[src/rtl/instr_seq_pkg.sv]
// Shared types and encodings for the instruction sequencer: FSM states,
// PC source selects and decoder jump classes (package common).
package common;

   typedef enum logic [2:0] {
      S_IDLE   = 3'd0,
      S_FETCH  = 3'd1,
      S_DECODE = 3'd2,
      S_EXEC   = 3'd3,
      S_MEM    = 3'd4,
      S_WB     = 3'd5,
      S_HALT   = 3'd6
   } state_e;

   localparam logic [1:0] PC_SEQ = 2'd0;
   localparam logic [1:0] PC_BR  = 2'd1;
   localparam logic [1:0] PC_JMP = 2'd2;
   localparam logic [1:0] PC_REG = 2'd3;

   localparam logic [2:0] J_TYPE_NOP = 3'd0;
   localparam logic [2:0] J_TYPE_J   = 3'd1;
   localparam logic [2:0] J_TYPE_JAL = 3'd2;
   localparam logic [2:0] J_TYPE_JR  = 3'd3;
   localparam logic [2:0] J_TYPE_BEQ = 3'd4;

endpackage

[src/rtl/instr_seq_if.sv]
// Instruction-fetch and data-access handshakes between the sequencer and memories.
// A request stays high until the memory answers with ready in the same cycle; the
// transfer completes in the cycle where req and ready are both 1, and req may drop after.
interface instr_seq_if;
   logic imem_req;
   logic imem_ready;
   logic dmem_req;
   logic dmem_ready;
   logic dmem_we;
   logic dmem_re;

   modport master (
      output imem_req, dmem_req, dmem_we, dmem_re,
      input  imem_ready, dmem_ready
   );

   modport slave (
      input  imem_req, dmem_req, dmem_we, dmem_re,
      output imem_ready, dmem_ready
   );
endinterface

[src/rtl/instr_seq_perf_cnt.sv]
// Cycle and retired-instruction counters for the sequencer; both wrap modulo 2^CNT_W.
// Instantiated by instr_seq only when SEQ_PERF_CNT_EN is defined.
module seq_perf_cnt #(
   parameter int CNT_W = 32
) (
   input  logic             clk,
   input  logic             rstn,
   input  logic             cycle_en,
   input  logic             instr_en,
   output logic [CNT_W-1:0] cycle_cnt,
   output logic [CNT_W-1:0] instr_cnt
);

   logic [CNT_W-1:0] cycle_q, cycle_d;
   logic [CNT_W-1:0] instr_q, instr_d;

   always_comb begin
      cycle_d = cycle_q;
      instr_d = instr_q;
      if (cycle_en) cycle_d = cycle_q + CNT_W'(1);
      if (instr_en) instr_d = instr_q + CNT_W'(1);
   end

   always_ff @(posedge clk or negedge rstn) begin
      if (!rstn) begin
         cycle_q <= '0;
         instr_q <= '0;
      end else begin
         cycle_q <= cycle_d;
         instr_q <= instr_d;
      end
   end

   assign cycle_cnt = cycle_q;
   assign instr_cnt = instr_q;

endmodule

[src/rtl/instr_seq.sv]
// Multi-cycle instruction sequencer: fetch/decode/exec/mem/wb control FSM driving
// datapath strobes. Optional performance counters under SEQ_PERF_CNT_EN.
module instr_seq
   import common::*;
#(
   parameter int DWIDTH = 32,
   parameter int CNT_W  = 32
) (
   input  logic             clk,
   input  logic             rstn,
   input  logic [2:0]       jump_type,
   input  logic             we_regfile,
   input  logic             we_dmem,
   input  logic             re_dmem,
   input  logic             illegal,
   input  logic             alu_zero,
   instr_seq_if.master      mem,
   output logic             ir_we,
   output logic             rf_we,
   output logic             pc_we,
   output logic [1:0]       pc_sel,
   output logic             halted,
   output logic [CNT_W-1:0] cycle_cnt,
   output logic [CNT_W-1:0] instr_cnt,
   output state_e           dbg_state
);

   if (DWIDTH < 1 || CNT_W < 1) begin : g_bad_param
      $error("instr_seq: DWIDTH and CNT_W must be positive");
   end

   state_e state_q, state_d;
   logic   imem_req, dmem_req, dmem_we, dmem_re;

   always_ff @(posedge clk or negedge rstn) begin
      if (!rstn) state_q <= S_IDLE;
      else       state_q <= state_d;
   end

   always_comb begin
      state_d  = state_q;
      imem_req = 1'b0;
      dmem_req = 1'b0;
      dmem_we  = 1'b0;
      dmem_re  = 1'b0;
      ir_we    = 1'b0;
      rf_we    = 1'b0;
      pc_we    = 1'b0;
      pc_sel   = PC_SEQ;
      halted   = 1'b0;
      case (state_q)
         S_IDLE: state_d = S_FETCH;
         S_FETCH: begin
            imem_req = 1'b1;
            if (mem.imem_ready) begin
               ir_we   = 1'b1;
               state_d = S_DECODE;
            end
         end
         S_DECODE: state_d = S_EXEC;
         S_EXEC: begin
            if (illegal) begin
               state_d = S_HALT;
            end else if (jump_type != J_TYPE_NOP) begin
               pc_we   = 1'b1;
               state_d = S_FETCH;
               case (jump_type)
                  J_TYPE_J:   pc_sel = PC_JMP;
                  J_TYPE_JAL: begin
                     pc_sel = PC_JMP;
                     rf_we  = 1'b1;
                  end
                  J_TYPE_JR:  pc_sel = PC_REG;
                  J_TYPE_BEQ: pc_sel = alu_zero ? PC_BR : PC_SEQ;
                  default:    pc_sel = PC_SEQ;
               endcase
            end else if (re_dmem || we_dmem) begin
               state_d = S_MEM;
            end else if (we_regfile) begin
               state_d = S_WB;
            end else begin
               pc_we   = 1'b1;
               state_d = S_FETCH;
            end
         end
         S_MEM: begin
            // A simultaneous read and write request is resolved as a store.
            dmem_req = 1'b1;
            dmem_we  = we_dmem;
            dmem_re  = re_dmem & ~we_dmem;
            if (mem.dmem_ready) begin
               if (we_dmem) begin
                  pc_we   = 1'b1;
                  state_d = S_FETCH;
               end else begin
                  state_d = S_WB;
               end
            end
         end
         S_WB: begin
            rf_we   = 1'b1;
            pc_we   = 1'b1;
            state_d = S_FETCH;
         end
         S_HALT: halted = 1'b1;
         default: state_d = S_IDLE;
      endcase
   end

   assign mem.imem_req = imem_req;
   assign mem.dmem_req = dmem_req;
   assign mem.dmem_we  = dmem_we;
   assign mem.dmem_re  = dmem_re;
   assign dbg_state    = state_q;

`ifdef SEQ_PERF_CNT_EN
   seq_perf_cnt #(.CNT_W(CNT_W)) u_perf_cnt (
      .clk       (clk),
      .rstn      (rstn),
      .cycle_en  ((state_q != S_IDLE) && (state_q != S_HALT)),
      .instr_en  (pc_we),
      .cycle_cnt (cycle_cnt),
      .instr_cnt (instr_cnt)
   );
`else
   assign cycle_cnt = '0;
   assign instr_cnt = '0;
`endif

endmodule

[src/flat_wrapper.sv]
// flat-port wrapper written by rule: the top's interface ports become plain ports
module instr_seq_flat import common::*;
#(
   parameter int DWIDTH = 32,
   parameter int CNT_W  = 32
)
  (clk, rstn, jump_type, we_regfile, we_dmem, re_dmem, illegal, alu_zero, ir_we, rf_we, pc_we, pc_sel, halted, cycle_cnt, instr_cnt, dbg_state, mem_imem_req, mem_dmem_req, mem_dmem_we, mem_dmem_re, mem_imem_ready, mem_dmem_ready);
  instr_seq_if mem_i ();
  input  logic clk;
  input  logic rstn;
  input  logic [2:0] jump_type;
  input  logic we_regfile;
  input  logic we_dmem;
  input  logic re_dmem;
  input  logic illegal;
  input  logic alu_zero;
  output logic ir_we;
  output logic rf_we;
  output logic pc_we;
  output logic [1:0] pc_sel;
  output logic halted;
  output logic [CNT_W-1:0] cycle_cnt;
  output logic [CNT_W-1:0] instr_cnt;
  output state_e dbg_state;
  output wire logic [$bits(mem_i.imem_req)-1:0] mem_imem_req;
  output wire logic [$bits(mem_i.dmem_req)-1:0] mem_dmem_req;
  output wire logic [$bits(mem_i.dmem_we)-1:0] mem_dmem_we;
  output wire logic [$bits(mem_i.dmem_re)-1:0] mem_dmem_re;
  input wire logic [$bits(mem_i.imem_ready)-1:0] mem_imem_ready;
  input wire logic [$bits(mem_i.dmem_ready)-1:0] mem_dmem_ready;
  assign mem_imem_req = mem_i.imem_req;
  assign mem_dmem_req = mem_i.dmem_req;
  assign mem_dmem_we = mem_i.dmem_we;
  assign mem_dmem_re = mem_i.dmem_re;
  assign mem_i.imem_ready = mem_imem_ready;
  assign mem_i.dmem_ready = mem_dmem_ready;
  instr_seq #(.DWIDTH(DWIDTH), .CNT_W(CNT_W)) u_core (.clk(clk), .rstn(rstn), .jump_type(jump_type), .we_regfile(we_regfile), .we_dmem(we_dmem), .re_dmem(re_dmem), .illegal(illegal), .alu_zero(alu_zero), .mem(mem_i), .ir_we(ir_we), .rf_we(rf_we), .pc_we(pc_we), .pc_sel(pc_sel), .halted(halted), .cycle_cnt(cycle_cnt), .instr_cnt(instr_cnt), .dbg_state(dbg_state));
endmodule
[config.mk]
export PLATFORM = sky130hd
export DESIGN_NAME = instr_seq_flat
export DESIGN_NICKNAME = d
export VERILOG_FILES = /design/src/rtl/instr_seq_pkg.sv /design/src/rtl/instr_seq_if.sv /design/src/rtl/instr_seq_perf_cnt.sv /design/src/rtl/instr_seq.sv /design/src/flat_wrapper.sv
export SDC_FILE = /design/constraint.sdc
export NUM_CORES = 1
export LEC_CHECK = 0
export BUFFER_PORTS_ARGS = -buffer_cell sky130_fd_sc_hd__buf_2
export CORE_MARGIN = 1
export CORE_UTILIZATION = 30
export CTS_CLUSTER_DIAMETER = 30
export DETAILED_ROUTE_END_ITERATION = 12
export PLACE_DENSITY = 0.76
export RECOVER_POWER = 100
export SLEW_MARGIN = 10
export SYNTH_ARGS = -nofsm -noshare
export SYNTH_HDL_FRONTEND = slang
export SYNTH_SLANG_ARGS = --single-unit
[constraint.sdc]
create_clock -name clk -period 1.5 [get_ports clk]
set_input_delay 0.375 -clock clk [delete_from_list [all_inputs] [get_ports clk]]
set_output_delay 0.375 -clock clk [all_outputs]
set_load 0.05 [all_outputs]
; ---- Word level (Yosys, flattened, before mapping)
; Cells that the tools add are included.
[word_totals]
input_bits = 12
regBits = 3
output_inout_bits = 77
word_cells = 53
[op_classes]
eq_ne = 12
n_mux = 31
bitwise = 3
reduce_logical = 6
[op_table]
columns = cell, n
row1 = $mux 3, 7
row2 = $pmux 3 s6, 1
row3 = $mux 1, 17
row4 = $eq 3x2->1 const B, 4
row5 = $eq 3x3->1 const B, 4
row6 = $eq 3x1->1 const B, 2
row7 = $mux 2, 3
row8 = $pmux 2 s3, 1
row9 = $ne 2x2->1 const B, 2
row10 = $reduce_or 2->1, 2
row11 = $logic_not 3->1, 1
row12 = $pmux 1 s3, 1
row13 = $reduce_and 3->1, 1
row14 = $reduce_bool 3->1, 1
row15 = $not 1->1, 2
row16 = $pmux 1 s2, 1
row17 = $and 1x1->1, 1
row18 = $logic_or 1x1->1, 1

; ---- Logic depth before layout (Yosys ltp)
; Gate-level depths: netlist of run 1.
[logic_depth]
depth_word = 6
mapped_depth = 4
ltp_nobuf = 4

; ---- Least setup slack after synthesis of run 1
; No wires, ideal clock.
[synth_path]
path_kind = register -> output
startpoint = reg u_core.state_q[2], in the netlist u_core.dbg_state[2]
endpoint = out mem_dmem_re
arrival_time_ns = 2.548
path_buffers = 0
slack_ns = -1.423
stages_incl_launch_ff = 4
cell_sequence = dfrtp_1 -> inv_1 -> nor3_1 -> and3b_2
[synth_between]
elab_chain_cells = 2
[synth_rtl]
columns = item, line
row1 = "start, declared", instr_seq.sv:32  ; state_e state_q, state_d;
row2 = "start signal, assigned", instr_seq.sv:37  ; else state_q <= state_d;
row3 = $eq 3x3->1, instr_seq.sv:51  ; case (state_q)
row4 = $mux 1, instr_seq.sv:51
row5 = "end, declared", flat_wrapper.sv:28  ; output wire logic [$bits(mem_i.dmem_re)-1:0] mem_dmem_re;
; Every way passes these cells.

; ---- Worst setup path after layout of run 1
[layout_path]
startpoint = in we_dmem
endpoint = out pc_we
[layout_between]
elab_chain_cells = 5
[layout_rtl]
columns = item, line
row1 = "start, declared", flat_wrapper.sv:13  ; input logic we_dmem;
row2 = $logic_or 1x1->1, instr_seq.sv:77  ; end else if (re_dmem || we_dmem) begin
row3 = $mux 1, instr_seq.sv:77
row4 = $mux 1, instr_seq.sv:64  ; end else if (jump_type != J_TYPE_NOP) begin
row5 = $mux 1, instr_seq.sv:62  ; if (illegal) begin
row6 = $pmux 1 s3 *, instr_seq.sv:51
row7 = "end, declared", flat_wrapper.sv:19  ; output logic pc_we;
; Every way passes the cells marked *; elsewhere a longest branch is shown, timed or not.

==> flow_metrics.env, run 1 <==
export IMPL_grt_use_met3=0.0226
export IMPL_grtUsageTotal=0.111
export IMPL_fmax_ghz=0.563
export IMPL_crit_arrival_ns=1.40
export IMPL_endpoint_kind="output port"
export IMPL_crit_path_start_kind="input pin"
export IMPL_cp_max_fo=2
export IMPL_nFillCells=252
export IMPL_tns_ns=-2.02
export IMPL_finish_instance_area_sq_um=1110
export IMPL_drv_slew=0
export IMPL_yosys_area_top_type="buf_4"
export IMPL_ys_seq_area_frac=0.0942
export IMPL_vias=712
export IMPL_grt_util_met2=0.240
export IMPL_post_drt_wl_per_cell_microns=9.16
export IMPL_fin_crit_ns=1.77
export IMPL_fin_skew_ns=0.000782
export IMPL_hpwl_microns=1330
export IMPL_largest_reg_flops=3
export IMPL_crit_required_ns=1.12
export IMPL_yosys_top_cells_count="buf_4, a21oi_1, inv_1"
export IMPL_grt_max_degree=8
export IMPL_ctsRootBufferMaster="clkbuf_4"
export IMPL_drtIter0Drc=4
export IMPL_switching_share=0.600
export IMPL_io_pins=89
export IMPL_synth_edff_count=0
export IMPL_status="complete, but fails checks"
export IMPL_stdcell_count=191
export IMPL_hold_viol=0
export IMPL_start_util=0.319
export IMPL_die_h_microns=53.5
export IMPL_clk_latency_ns=0.24
export IMPL_violations="setup timing"
export IMPL_seq_power_share=0.091
export IMPL_final_setup_worst_slack_ns=-0.275
export IMPL_cts_sinks=3
export IMPL_yosysMostFrequentCell="buf_4"
export IMPL_grt_busiest_layer="met2"
export IMPL_power_total_w=0.00219
export IMPL_p_leak_nw=0.615
export IMPL_placed_cells_incl_taps=178
export IMPL_p_per_area_nw_per_um2=1960
export IMPL_max_cap_viol_count=0
export IMPL_dpl_cell_area_sq_um=918
export IMPL_rows=18
export IMPL_p_sw_w=0.00131
export IMPL_dr_pass1_iters=2
export IMPL_drcViolationCount=0
export IMPL_peakVddDrop_uv=1300
export IMPL_cts_tree="done"
export IMPL_ys_seq_elements=3
export IMPL_ctsHtreeMaxLevel=1
export IMPL_met1_usage=0.0790
export IMPL_crit_type="in2out"
export IMPL_synth_top_area_share=0.603
export IMPL_p_int_w=0.000874
export IMPL_clockBufferDepth=2
export IMPL_antenna_found_initial=0
export IMPL_ant_nets=0
export IMPL_antenna_cells=0
export IMPL_finalWeightedCongestion=0.822
export IMPL_syn_inst=108
export IMPL_synth_area_leaders="buf_4, dfrtp_1, a21oi_1, nor3_1, inv_1"
export IMPL_coreArea_sq_um=2500
export IMPL_drive_gt1_frac=0.447
export IMPL_port_buffers=24
export IMPL_grt_pass1_vias=592
export IMPL_die_width_microns=53.5
export IMPL_avgSynthCellArea_sq_um=7.38
export IMPL_yosys_warnings=0
export IMPL_fin_hold_ws_ns=0.376
export IMPL_dieArea_sq_um=2870
export IMPL_wirelength_microns=1750
export IMPL_synth_area_sq_um=797
export IMPL_cts_inserted_buffers=3
export IMPL_fin_nets=174
export IMPL_yosysUniqueCellTypes=26
export IMPL_comb_power_share=0.842
export IMPL_routed_via_density=3.73
export IMPL_yosys_most_used_dff="dfrtp_1"
export IMPL_async_reset_ff_frac=1.00
export IMPL_grt_overflow=0
export IMPL_hold_path_class="in2reg"
export IMPL_clk_pin_slew_ns=0.04
export IMPL_rsz0062_at_grt="yes"
export IMPL_grt_pass1_wl_microns=2280
export IMPL_clockPowerShare=0.067
export IMPL_layout_worst_path_cycle_share=1.18
export IMPL_synthToLayoutAreaGrowth_pct=39.9
export IMPL_setup_viol=10
[cell families after synthesis]
logic type             synth area share
buffers and inverters             0.633
other                           0.00471
and+or+nand+nor                   0.160
DFF                              0.0942
AOI/OAI and AO/OA                 0.108
[layer usage]
| layer | vias to the layer above | routed length, microns |
|---|---|---|
| met5 | - | 0 |
| met4 | 0 | 14 |
| met3 | 2 | 161 |
| met2 | 46 | 1120 |
| met1 | 331 | 457 |
| li1 | 333 | - |
[worst max-delay path: stages]
cell and delay, ns:
buf_6 0.09, or3_1 0.39, a211o_1 0.30, o21ai_4 0.07, buf_6 0.17
[power by group through the flow]
stage          clock network (W)  registers (W)  logic, W
6_report                0.000146       0.000199   0.00184
3_3_place_gp                   0       0.000197   0.00148
5_1_grt                 0.000151       0.000206   0.00193
3_5_place_dp                   0       0.000200   0.00150
2_1_floorplan                  0       0.000330   0.00114
4_1_cts                 0.000153       0.000199   0.00180
[layout by cell type (no fill, tap or decap), types with 4 or more instances in the layout]
cell type and count:
conb_1 64, buf_4 22, buf_2 10, buf_6 10, a21oi_1 4
[area by class of cell]
type	instances	area [sq um]	share of cell area
inverters	5	25.0	0.0224
flip-flops and latches	3	78.8	0.0707
clock buffers	4	26.3	0.0236
well taps	30	37.5	0.0337
repair buffers	51	405	0.364
multi-input cells	98	542	0.486
[worst paths after layout]
check                                     from                  end  slack [ns]  cells after the start
min reg2reg                u_core.dbg_state[1]  u_core.dbg_state[0]        0.67                      3
min in group asynchronous                 rstn  u_core.dbg_state[2]        0.48                      2
max reg2reg                u_core.dbg_state[2]  u_core.dbg_state[0]        0.08                      6
max                                    we_dmem                pc_we       -0.27                      5
max in group asynchronous                 rstn  u_core.dbg_state[0]        0.85                      2
min                             mem_imem_ready  u_core.dbg_state[0]        0.38                      2
[timing repair]
| item | 4_1_cts | 5_1_grt |
|---|---|---|
| gates cloned | 0 | 0 |
| endpoints found under the hold margin | 3 | 0 |
| pin swaps | 5 | 2 |
| hold buffers | 1 | 0 |
| buffers inserted | 5 | 3 |
| endpoints found under the setup margin | 10 | 11 |
| gates resized for setup | 32 | 1 |
[through the flow]
stage,setup slack [ns],utilization
6_report,-0.275,0.446
4_1_cts,-0.257,0.441
5_1_grt,-0.325,0.446
3_5_place_dp,-0.371,0.367
3_3_place_gp,-0.370,0.367
2_1_floorplan,-0.515,-
Note: power is estimated with default switching activity, not from simulation.
==> inputs of run 2 (changes only) <==
--- a/config.mk
+++ b/config.mk
@@ -6,6 +6,7 @@
 export NUM_CORES = 1
 export LEC_CHECK = 0
 export BUFFER_PORTS_ARGS = -buffer_cell sky130_fd_sc_hd__buf_2
+export CORE_ASPECT_RATIO = 1.5
 export CORE_MARGIN = 1
 export CORE_UTILIZATION = 30
 export CTS_CLUSTER_DIAMETER = 30
==> run 2 against run 1 <==
Effect of this change:
- the flow finishes with violations (DRC, setup timing)
- highest routed layer unchanged
- final area shrank 4.0%
- core utilization shrank 1.4 points
- sequential cell count is the same
- global-route usage shrank 0.14 points
- largest power group unchanged
- power shrank 3.0%
==> flow_metrics.env, run 2 (synthesis results as in run 1) <==
export IMPL_antenna_found_initial=0
export IMPL_clockBufferDepth=2
export IMPL_clk_pin_slew_ns=0.04
export IMPL_grtUsageTotal=0.110
export IMPL_layout_worst_path_cycle_share=1.18
export IMPL_layout_common_cells="conb_1, buf_4, buf_2"
export IMPL_p_sw_w=0.00128
export IMPL_rsz0062_at_grt="yes"
export IMPL_p_per_area_nw_per_um2=1980
export IMPL_p_int_w=0.000837
export IMPL_ctsHtreeMaxLevel=1
export IMPL_post_drt_wl_per_cell_microns=8.56
export IMPL_drtIter0Drc=11
export IMPL_endpoint_kind="output port"
export IMPL_start_util=0.322
export IMPL_violations="DRC, setup timing"
export IMPL_max_cap_viol_count=0
export IMPL_wirelength_microns=1530
export IMPL_routed_via_density=3.80
export IMPL_largest_reg_flops=3
export IMPL_cp_max_fo=2
export IMPL_seq_power_share=0.097
export IMPL_grt_pass1_wl_microns=2320
export IMPL_cp_slowest_stage_delay_ns=0.38
export IMPL_drcViolationCount=6
export IMPL_drive_gt1_frac=0.426
export IMPL_crit_buf_inv=2
export IMPL_clockPowerShare=0.068
export IMPL_die_width_microns=44.1
export IMPL_hpwl_microns=1290
export IMPL_coreArea_sq_um=2480
export IMPL_setup_viol=10
export IMPL_crit_type="in2out"
export IMPL_fin_nets=168
export IMPL_fin_crit_ns=1.77
export IMPL_peakVddDrop_uv=999
export IMPL_ff2ff_setup_slack_ns=0.17
export IMPL_vias=680
export IMPL_p_leak_nw=0.591
export IMPL_layout_commonest_cell="conb_1"
export IMPL_antenna_cells=0
export IMPL_fin_skew_ns=0.000974
export IMPL_finalWeightedCongestion=0.729
export IMPL_die_h_microns=65.1
export IMPL_crit_path_start_kind="input pin"
export IMPL_tns_ns=-1.82
export IMPL_clk_latency_ns=0.23
export IMPL_cts_sinks=3
export IMPL_dr_pass1_iters=8
export IMPL_fmax_ghz=0.565
export IMPL_status="complete, but fails checks"
export IMPL_final_setup_worst_slack_ns=-0.271
export IMPL_cts_inserted_buffers=3
export IMPL_rows=22
export IMPL_drv_slew=0
export IMPL_comb_power_share=0.835
export IMPL_switching_share=0.605
export IMPL_ctsRootBufferMaster="clkbuf_4"
export IMPL_grt_max_degree=7
export IMPL_dieArea_sq_um=2870
export IMPL_critical_path_top_delay_family="simple AND/OR/NAND/NOR gates"
export IMPL_synthToLayoutAreaGrowth_pct=34.2
export IMPL_path_cells="buf_2 > or3_4 > a211o_1 > o21ai_4 > buf_6"
export IMPL_cts_tree="done"
export IMPL_cpMaxStageDelayCell="or3_4"
export IMPL_hold_path_class="in2reg"
export IMPL_ant_nets=0
export IMPL_crit_required_ns=1.12
export IMPL_grt_overflow=0
export IMPL_io_pins=89
export IMPL_port_buffers=24
export IMPL_crit_arrival_ns=1.40
export IMPL_hold_viol=0
export IMPL_fin_hold_ws_ns=0.366
export IMPL_grt_pass1_vias=560
[run 2: cell count changes in the layout (fill, tap and decap cells not counted), moves of 2 or more]
cell / delta
clkbuf_2: -3
buf_6: -2
buf_2: +3
buf_4: -3
[run 2: worst paths after layout]
kind,startpoint,endpoint,cells past startpoint
min in group asynchronous,rstn,u_core.dbg_state[1],2
min,mem_imem_ready,u_core.dbg_state[0],2
min reg2reg,u_core.dbg_state[2],u_core.dbg_state[1],2
max,we_dmem,pc_we,5
max reg2reg,u_core.dbg_state[0],u_core.dbg_state[0],4
max in group asynchronous,rstn,u_core.dbg_state[0],2
[run 2: final cells by class]
cell class / instances / area (sq um)
repair buffers: 45 / 357
fillers: 270 / 1410
well taps: 24 / 30.0
flip-flops and latches: 3 / 77.6
clock buffers: 4 / 26.3
inverters: 5 / 30.0
multi-input cells: 98 / 549
[run 2: power by group through the flow]
stage | logic, W | registers [W] | clock network [W]
2_1_floorplan | 0.00114 | 0.000330 | 0
3_3_place_gp | 0.00151 | 0.000198 | 0
3_5_place_dp | 0.00153 | 0.000200 | 0
4_1_cts | 0.00166 | 0.000202 | 0.000152
5_1_grt | 0.00187 | 0.000216 | 0.000151
6_report | 0.00177 | 0.000206 | 0.000144
[run 2: per-stage QoR]
stage          utilization  cell area [sq um]  power (W)  setup slack [ns]  cells
2_1_floorplan            -               1120    0.00147            -0.515    171
3_5_place_dp         0.368                911    0.00173            -0.385    172
4_1_cts              0.414               1030    0.00201            -0.288    177
6_report             0.432               1070    0.00212            -0.271    179
3_3_place_gp         0.368                911    0.00171            -0.380    172
5_1_grt              0.432               1070    0.00224            -0.320    179
[run 2: what timing repair did]
action                                  CTS  global route
resized for setup                        24             8
endpoints found under the setup margin   10            10
buffers inserted                          0             2
hold endpoints to repair                  3             0
hold buffers                              1             0
pin swaps                                 2             2
[run 2: layer usage]
metal  global-route usage  part of all wire
met5                    0                 0
met4               0.0568             0.010
met3               0.0192              0.10
met2                0.219              0.60
met1               0.0981              0.28
